[config.mk]
export PLATFORM = sky130hd
export DESIGN_NAME = softmax_frame_sequencer
export DESIGN_NICKNAME = d
export VERILOG_FILES = /design/src/rtl/softmax_frame_sequencer.sv
export SDC_FILE = /design/constraint.sdc
export NUM_CORES = 1
export LEC_CHECK = 0
export ABC_AREA = 1
export CAP_MARGIN = 20
export CORE_UTILIZATION = 55
export DETAILED_ROUTE_END_ITERATION = 16
export GPL_TIMING_DRIVEN = 0
export PLACE_DENSITY = 0.81
export SLEW_MARGIN = 20
export SYNTH_ARGS = -nofsm -noshare
export SYNTH_HDL_FRONTEND = slang
export SYNTH_SLANG_ARGS = --single-unit
[constraint.sdc]
create_clock -name clock_i -period 2.4 [get_ports clock_i]
set_input_delay 0.6 -clock clock_i [delete_from_list [all_inputs] [get_ports clock_i]]
set_output_delay 0.6 -clock clock_i [all_outputs]
set_load 0.02 [all_outputs]
[src/rtl/softmax_frame_sequencer.sv]
// Buffers one frame of elements while tracking its maximum, then replays
// the frame twice (sum pass, normalise pass) to a softmax datapath.
// Ports: clock_i/reset_n_i; start_i,len_i,abort_i frame control;
//   data_i/data_valid_i/data_ready_o load side;
//   data_o,max_o,data_valid_o/ready_i,pass_o,last_o replay side;
//   busy_o level, done_o end-of-frame pulse, err_o bad-length pulse.
module softmax_frame_sequencer #(
  parameter int DATA_SIZE = 32,
  parameter int MAX_LEN   = 16,
  parameter int LEN_W     = $clog2(MAX_LEN + 1)
) (
  input  logic                 clock_i,
  input  logic                 reset_n_i,
  input  logic                 start_i,
  input  logic [LEN_W-1:0]     len_i,
  input  logic                 abort_i,
  input  logic [DATA_SIZE-1:0] data_i,
  input  logic                 data_valid_i,
  output logic                 data_ready_o,
  output logic [DATA_SIZE-1:0] data_o,
  output logic [DATA_SIZE-1:0] max_o,
  output logic                 data_valid_o,
  input  logic                 ready_i,
  output logic                 pass_o,
  output logic                 last_o,
  output logic                 busy_o,
  output logic                 done_o,
  output logic                 err_o
);

  localparam int AW = (MAX_LEN > 1) ? $clog2(MAX_LEN) : 1;
  localparam logic [LEN_W-1:0] ONE = LEN_W'(1);

  typedef enum logic [1:0] {
    IDLE, LOAD, PASS0, PASS1
  } state_t;

  state_t               state_q, state_d;
  logic [LEN_W-1:0]     len_q, len_d;
  logic [LEN_W-1:0]     wr_cnt_q, wr_cnt_d;
  logic [LEN_W-1:0]     rd_idx_q, rd_idx_d;
  logic [DATA_SIZE-1:0] max_q, max_d;
  logic [DATA_SIZE-1:0] data_q, data_d;
  logic ready_q, ready_d;
  logic valid_q, valid_d;
  logic pass_q, pass_d;
  logic last_q, last_d;
  logic busy_q, busy_d;
  logic done_q, done_d;
  logic err_q, err_d;

  logic [DATA_SIZE-1:0] mem_q [MAX_LEN];

  logic             wr_fire;
  logic             rd_fire;
  logic [LEN_W-1:0] nxt_idx;
  logic [LEN_W-1:0] len_m1;

  assign wr_fire = ready_q & data_valid_i;
  assign rd_fire = valid_q & ready_i;
  assign nxt_idx = rd_idx_q + ONE;
  assign len_m1  = len_q - ONE;

  // Sign-magnitude ordering; any pair of zeros compares equal so
  // a held -0 is not displaced by +0 (and vice versa).
  function automatic logic gt(
    input logic [DATA_SIZE-1:0] a,
    input logic [DATA_SIZE-1:0] b
  );
    logic [DATA_SIZE-2:0] ma;
    logic [DATA_SIZE-2:0] mb;
    ma = a[DATA_SIZE-2:0];
    mb = b[DATA_SIZE-2:0];
    if (ma == '0 && mb == '0) return 1'b0;
    if (a[DATA_SIZE-1] != b[DATA_SIZE-1])
      return ~a[DATA_SIZE-1];
    if (!a[DATA_SIZE-1]) return ma > mb;
    return ma < mb;
  endfunction

  always_comb begin
    state_d  = state_q;
    len_d    = len_q;
    wr_cnt_d = wr_cnt_q;
    rd_idx_d = rd_idx_q;
    max_d    = max_q;
    data_d   = data_q;
    ready_d  = ready_q;
    valid_d  = valid_q;
    pass_d   = pass_q;
    last_d   = last_q;
    busy_d   = busy_q;
    done_d   = 1'b0;
    err_d    = 1'b0;
    if (abort_i) begin
      state_d = IDLE;
      ready_d = 1'b0;
      valid_d = 1'b0;
      pass_d  = 1'b0;
      last_d  = 1'b0;
      busy_d  = 1'b0;
    end else begin
      unique case (state_q)
        IDLE: begin
          if (start_i) begin
            if (len_i != '0 &&
                len_i <= LEN_W'(MAX_LEN)) begin
              len_d    = len_i;
              wr_cnt_d = '0;
              state_d  = LOAD;
              ready_d  = 1'b1;
              busy_d   = 1'b1;
            end else begin
              err_d = 1'b1;
            end
          end
        end
        LOAD: begin
          if (wr_fire) begin
            wr_cnt_d = wr_cnt_q + ONE;
            if (wr_cnt_q == '0 || gt(data_i, max_q))
              max_d = data_i;
            if (wr_cnt_q == len_m1) begin
              state_d  = PASS0;
              ready_d  = 1'b0;
              valid_d  = 1'b1;
              pass_d   = 1'b0;
              rd_idx_d = '0;
              last_d   = (len_q == ONE);
              // A one-element frame is still being written this cycle.
              data_d   = (wr_cnt_q == '0) ? data_i : mem_q[0];
            end
          end
        end
        PASS0, PASS1: begin
          if (rd_fire) begin
            if (last_q) begin
              if (state_q == PASS0) begin
                state_d  = PASS1;
                pass_d   = 1'b1;
                rd_idx_d = '0;
                data_d   = mem_q[0];
                last_d   = (len_q == ONE);
              end else begin
                state_d = IDLE;
                valid_d = 1'b0;
                pass_d  = 1'b0;
                last_d  = 1'b0;
                busy_d  = 1'b0;
                done_d  = 1'b1;
              end
            end else begin
              rd_idx_d = nxt_idx;
              data_d   = mem_q[nxt_idx[AW-1:0]];
              last_d   = (nxt_idx == len_m1);
            end
          end
        end
        default: state_d = IDLE;
      endcase
    end
  end

  always_ff @(posedge clock_i or negedge reset_n_i) begin
    if (!reset_n_i) begin
      state_q  <= IDLE;
      len_q    <= '0;
      wr_cnt_q <= '0;
      rd_idx_q <= '0;
      max_q    <= '0;
      data_q   <= '0;
      ready_q  <= 1'b0;
      valid_q  <= 1'b0;
      pass_q   <= 1'b0;
      last_q   <= 1'b0;
      busy_q   <= 1'b0;
      done_q   <= 1'b0;
      err_q    <= 1'b0;
    end else begin
      state_q  <= state_d;
      len_q    <= len_d;
      wr_cnt_q <= wr_cnt_d;
      rd_idx_q <= rd_idx_d;
      max_q    <= max_d;
      data_q   <= data_d;
      ready_q  <= ready_d;
      valid_q  <= valid_d;
      pass_q   <= pass_d;
      last_q   <= last_d;
      busy_q   <= busy_d;
      done_q   <= done_d;
      err_q    <= err_d;
    end
  end

  always_ff @(posedge clock_i) begin
    if (wr_fire && !abort_i)
      mem_q[wr_cnt_q[AW-1:0]] <= data_i;
  end

  assign data_ready_o = ready_q;
  assign data_o       = data_q;
  assign max_o        = max_q;
  assign data_valid_o = valid_q;
  assign pass_o       = pass_q;
  assign last_o       = last_q;
  assign busy_o       = busy_q;
  assign done_o       = done_q;
  assign err_o        = err_q;

endmodule

==> flow_metrics.env <==
export IMPL_run_status="complete, but fails checks"
export IMPL_violations="negative setup slack"
export IMPL_dp_hpwl_um=51840
export IMPL_ys_seq_area_share_pct=67.87
export IMPL_rr_startpoint="data_ready_o"
export IMPL_drive_gt1_share_pct=13.20
export IMPL_period_share_pct=103.4
export IMPL_period_needed_ps=2482
export IMPL_yosysUniqueCellTypes=32
export IMPL_syn_area_per_cell_um2=11.47
export IMPL_reg2reg_depth=5
export IMPL_critical_path_arrival_ps=2810
export IMPL_yosys_warnings=0
export IMPL_grt_overflow_total=0
export IMPL_endpoint_kind="flop"
export IMPL_p_switching_mw=16.87
export IMPL_hold_start="abort_i"
export IMPL_combPwrFrac_pct=45.9
export IMPL_tritoncts="done"
export IMPL_swShare_pct=41.86
export IMPL_crit_path_max_fanout=18
export IMPL_synthToLayoutAreaGrowth_pct=18.73
export IMPL_routedWlPerCell_um=25.34
export IMPL_p_int_mw=23.43
export IMPL_setup_viol=60
export IMPL_clock_latency_ps=640
export IMPL_synth_top_family_by_area="compound AO/OA/AOI/OAI gates"
export IMPL_yosys_area_share_simple_pct=11.28
export IMPL_num_io_pins=114
export IMPL_core_area_um2=46460
export IMPL_row_count=79
export IMPL_finalPower_mw=40.30
export IMPL_synth_compound_area_share_pct=13.85
export IMPL_wl_um=78920
export IMPL_clock_fmax_ghz=0.4030
export IMPL_cts_inserted_buffers=57
export IMPL_clock_path_buffers=3
export IMPL_synthXorXnorAreaFrac_pct=0.5653
export IMPL_track_usage_pct=32.37
export IMPL_critPathLaunch="data_valid_i"
export IMPL_cts_root_buf="clkbuf_16"
export IMPL_worst_hold_path_type="in -> reg"
export IMPL_max_slew_worst_pin_slew_ps=946.5
export IMPL_via_per_inst=6.505
export IMPL_path_class="in -> reg"
export IMPL_finalSetupTns_ps=-2081
export IMPL_total_leakage_power_nw=11.12
export IMPL_start_util_pct=55.74
export IMPL_die_h_um=219.0
export IMPL_clock_sinks=600
export IMPL_rsz0062_at_grt="yes"
export IMPL_clk_pin_slew_ps=60
export IMPL_place_congestion=0.9351
export IMPL_synthAdderAreaFrac_pct=2.029
export IMPL_die_width_um=219.0
export IMPL_relSlewSlack_pct=36.70
export IMPL_worst_slack_ps=-81.57
export IMPL_design_area_um2=30750
export IMPL_synth_mux_area_share_pct=0
export IMPL_drt_iter0_drc=3121
export IMPL_ys_seq_elements=600
export IMPL_remaining_drc_errors=0
export IMPL_dieArea_um2=47960
export IMPL_cap_violations=0
export IMPL_placed_area_um2=28350
export IMPL_cp_data_required_time_ps=2730
export IMPL_drv_slew=0
export IMPL_clockPowerShare_pct=22.8
export IMPL_peakVddDrop_uv=883.1
export IMPL_utilization_pct=66.18
export IMPL_hold_violations=0
export IMPL_r2r_slack_ps=-60
export IMPL_io_buffers=112
export IMPL_clock_skew_final_ps=20.03
export IMPL_worstReg2RegEnd="mem_q[14][10]"
export IMPL_power_density_nw_per_um2=1311
export IMPL_grt_pass1_vias=19800
export IMPL_syn_area_um2=25900
export IMPL_final_net_count=2549
export IMPL_first_pass_iters=8
export IMPL_cts_htree_levels=2
export IMPL_grt_first_pass_wirelength_um=114600
export IMPL_holdPathStages=2
export IMPL_n_antenna_cell=0
export IMPL_grt_max_degree=58
export IMPL_synthesis_nets=2342
export IMPL_antenna_found_initial=1
export IMPL_seq_power_share_pct=31.3
export IMPL_vias=20260
export IMPL_syn_instance_count=2257
export IMPL_ant_nets=0
export IMPL_crit_path_start_kind="input port"
export IMPL_min_to="done_o"
[synth_stat cells]
cell	count	share of area, %
edfxtp_1	512	59
nor2_1	352	5.1
o21ai_0	307	5.9
nand2_1	184	2.7
nand3_1	148	2.9
inv_1	133	1.9
a21oi_1	103	2.0
o211ai_1	90	2.6
dfrtp_1	88	8.5
clkbuf_1	79	1.1
o221ai_1	54	1.8
buf_2	46	0.89
ha_1	42	2.0
o21ai_1	19	0.37
a21boi_1	18	0.52
nand4_1	15	0.36
a21oi_2	14	0.47
buf_1	12	0.17
xor2_1	11	0.37
nor3_1	7	0.14
buf_4	5	0.14
a21o_1	2	0.058
buf_6	2	0.087
inv_2	2	0.029
nand3b_1	2	0.058
nor4_1	2	0.048
xnor2_1	2	0.068
xor2_2	2	0.13
a21boi_2	1	0.043
nand2_2	1	0.024
o31ai_1	1	0.029
or2_1	1	0.024
[critical path: stages]
cell and delay, ps:
clkdlybuf4s50_1 460, nand2_1 150, nor2_1 320, nand2_1 380, nor2_4 620, buf_16 250
[layer usage]
layer  up-vias  share of wire (%)  GRT usage (%)
li1       8571                  -              -
met3       360                 12          5.502
met5         -                  0              0
met1      9722                 35          40.97
met2      1609                 47          52.24
met4         0                6.4          20.00
[per-stage QoR]
step | hold WS, ps | setup WS (ps) | instances
after floorplan | 304.4 | -450.5 | 2257
after global placement | 483.4 | -2505 | 2976
after detailed placement | 476.7 | -1591 | 2993
after CTS | 251.9 | -40.00 | 3101
after global routing | 308.1 | -113.0 | 3115
final | 300.1 | -81.57 | 3115
[worst max-delay path by stage]
| stage | slack (ps) | endpoint | depth (start not counted) |
|---|---|---|---|
| 3_3_place_gp | -2500 | data_o[16] | 1 |
| 5_1_grt | -110 | mem_q[14][26] | 6 |
| 6_report | -80 | mem_q[14][10] | 6 |
| 3_5_place_dp | -1590 | max_o[16] | 18 |
| 2_1_floorplan | -450 | mem_q[0][0] | 4 |
| 4_1_cts | -40 | data_o[25] | 12 |
[power groups by stage]
stage	Sequential [mW]	Combinational [mW]	Clock, mW
floorplan	13.2	9.82	0
global placement	12.8	16.0	0
detailed placement	12.8	16.7	0
CTS	12.6	17.3	9.13
global route	12.7	19.6	9.53
finish	12.6	18.5	9.20
[logic make-up (layout without fill, tap and decap cells)]
kind of cell | after synthesis | in the layout
adders and majority gates | 42 | 42
DFF | 600 | 600
AOI/OAI and AO/OA | 609 | 609
buffers and inverters | 279 | 530
and+or+nand+nor | 712 | 712
xor gates and xnor gates | 15 | 15
[flip-flops by register name (all words and copies together) (netlist names), 2 cells and up]
signal	flops
data_o	32
len_q	5
max_o	32
mem_q	512
rd_idx_q	5
state_q	2
wr_cnt_q	5
[cell type report]
type                            instances  area (um^2)
Buffer                                143        859.6
Inverter                              135        509.2
Clock inverter                         28        289.0
Tap cell                              607        759.5
Timing Repair Buffer                  149         1715
Clock buffer                           75         1578
Sequential cell                       600        17580
Multi-Input combinational cell       1378         7456
Fill cell                            3193        15710
[layout by cell type (no fill, tap or decap), types with 3 or more instances in the layout]
master,count
clkinv_2,9
nor3_1,5
dfrtp_2,3
a21oi_1,101
buf_16,16
o221ai_1,53
inv_1,132
bufinv_16,6
clkbuf_1,36
a21boi_1,14
buf_6,8
o211ai_1,90
clkdlybuf4s50_1,79
xor2_1,9
buf_4,28
edfxtp_1,512
a21boi_2,5
nand2_1,180
clkbuf_2,46
nand3_2,5
nand2_2,3
a21oi_2,16
nand4_1,15
buf_12,8
nor2_2,4
o21ai_1,20
nor2_1,331
o21ai_0,306
buf_2,42
clkbuf_16,60
dfrtp_1,85
buf_1,4
ha_1,41
xor2_2,3
clkinv_1,9
clkdlybuf4s15_2,13
nand3_1,143
nor2_4,17
clkbuf_4,23
[what timing repair did]
action,CTS,global route
hold buffers,1,0
resized for setup,178,144
endpoints found under the setup margin,66,112
setup buffers,4,14
cloned,0,1
endpoints found under the hold margin,31,0
pin swaps,3,15
Power figures use the tool's default switching activity.
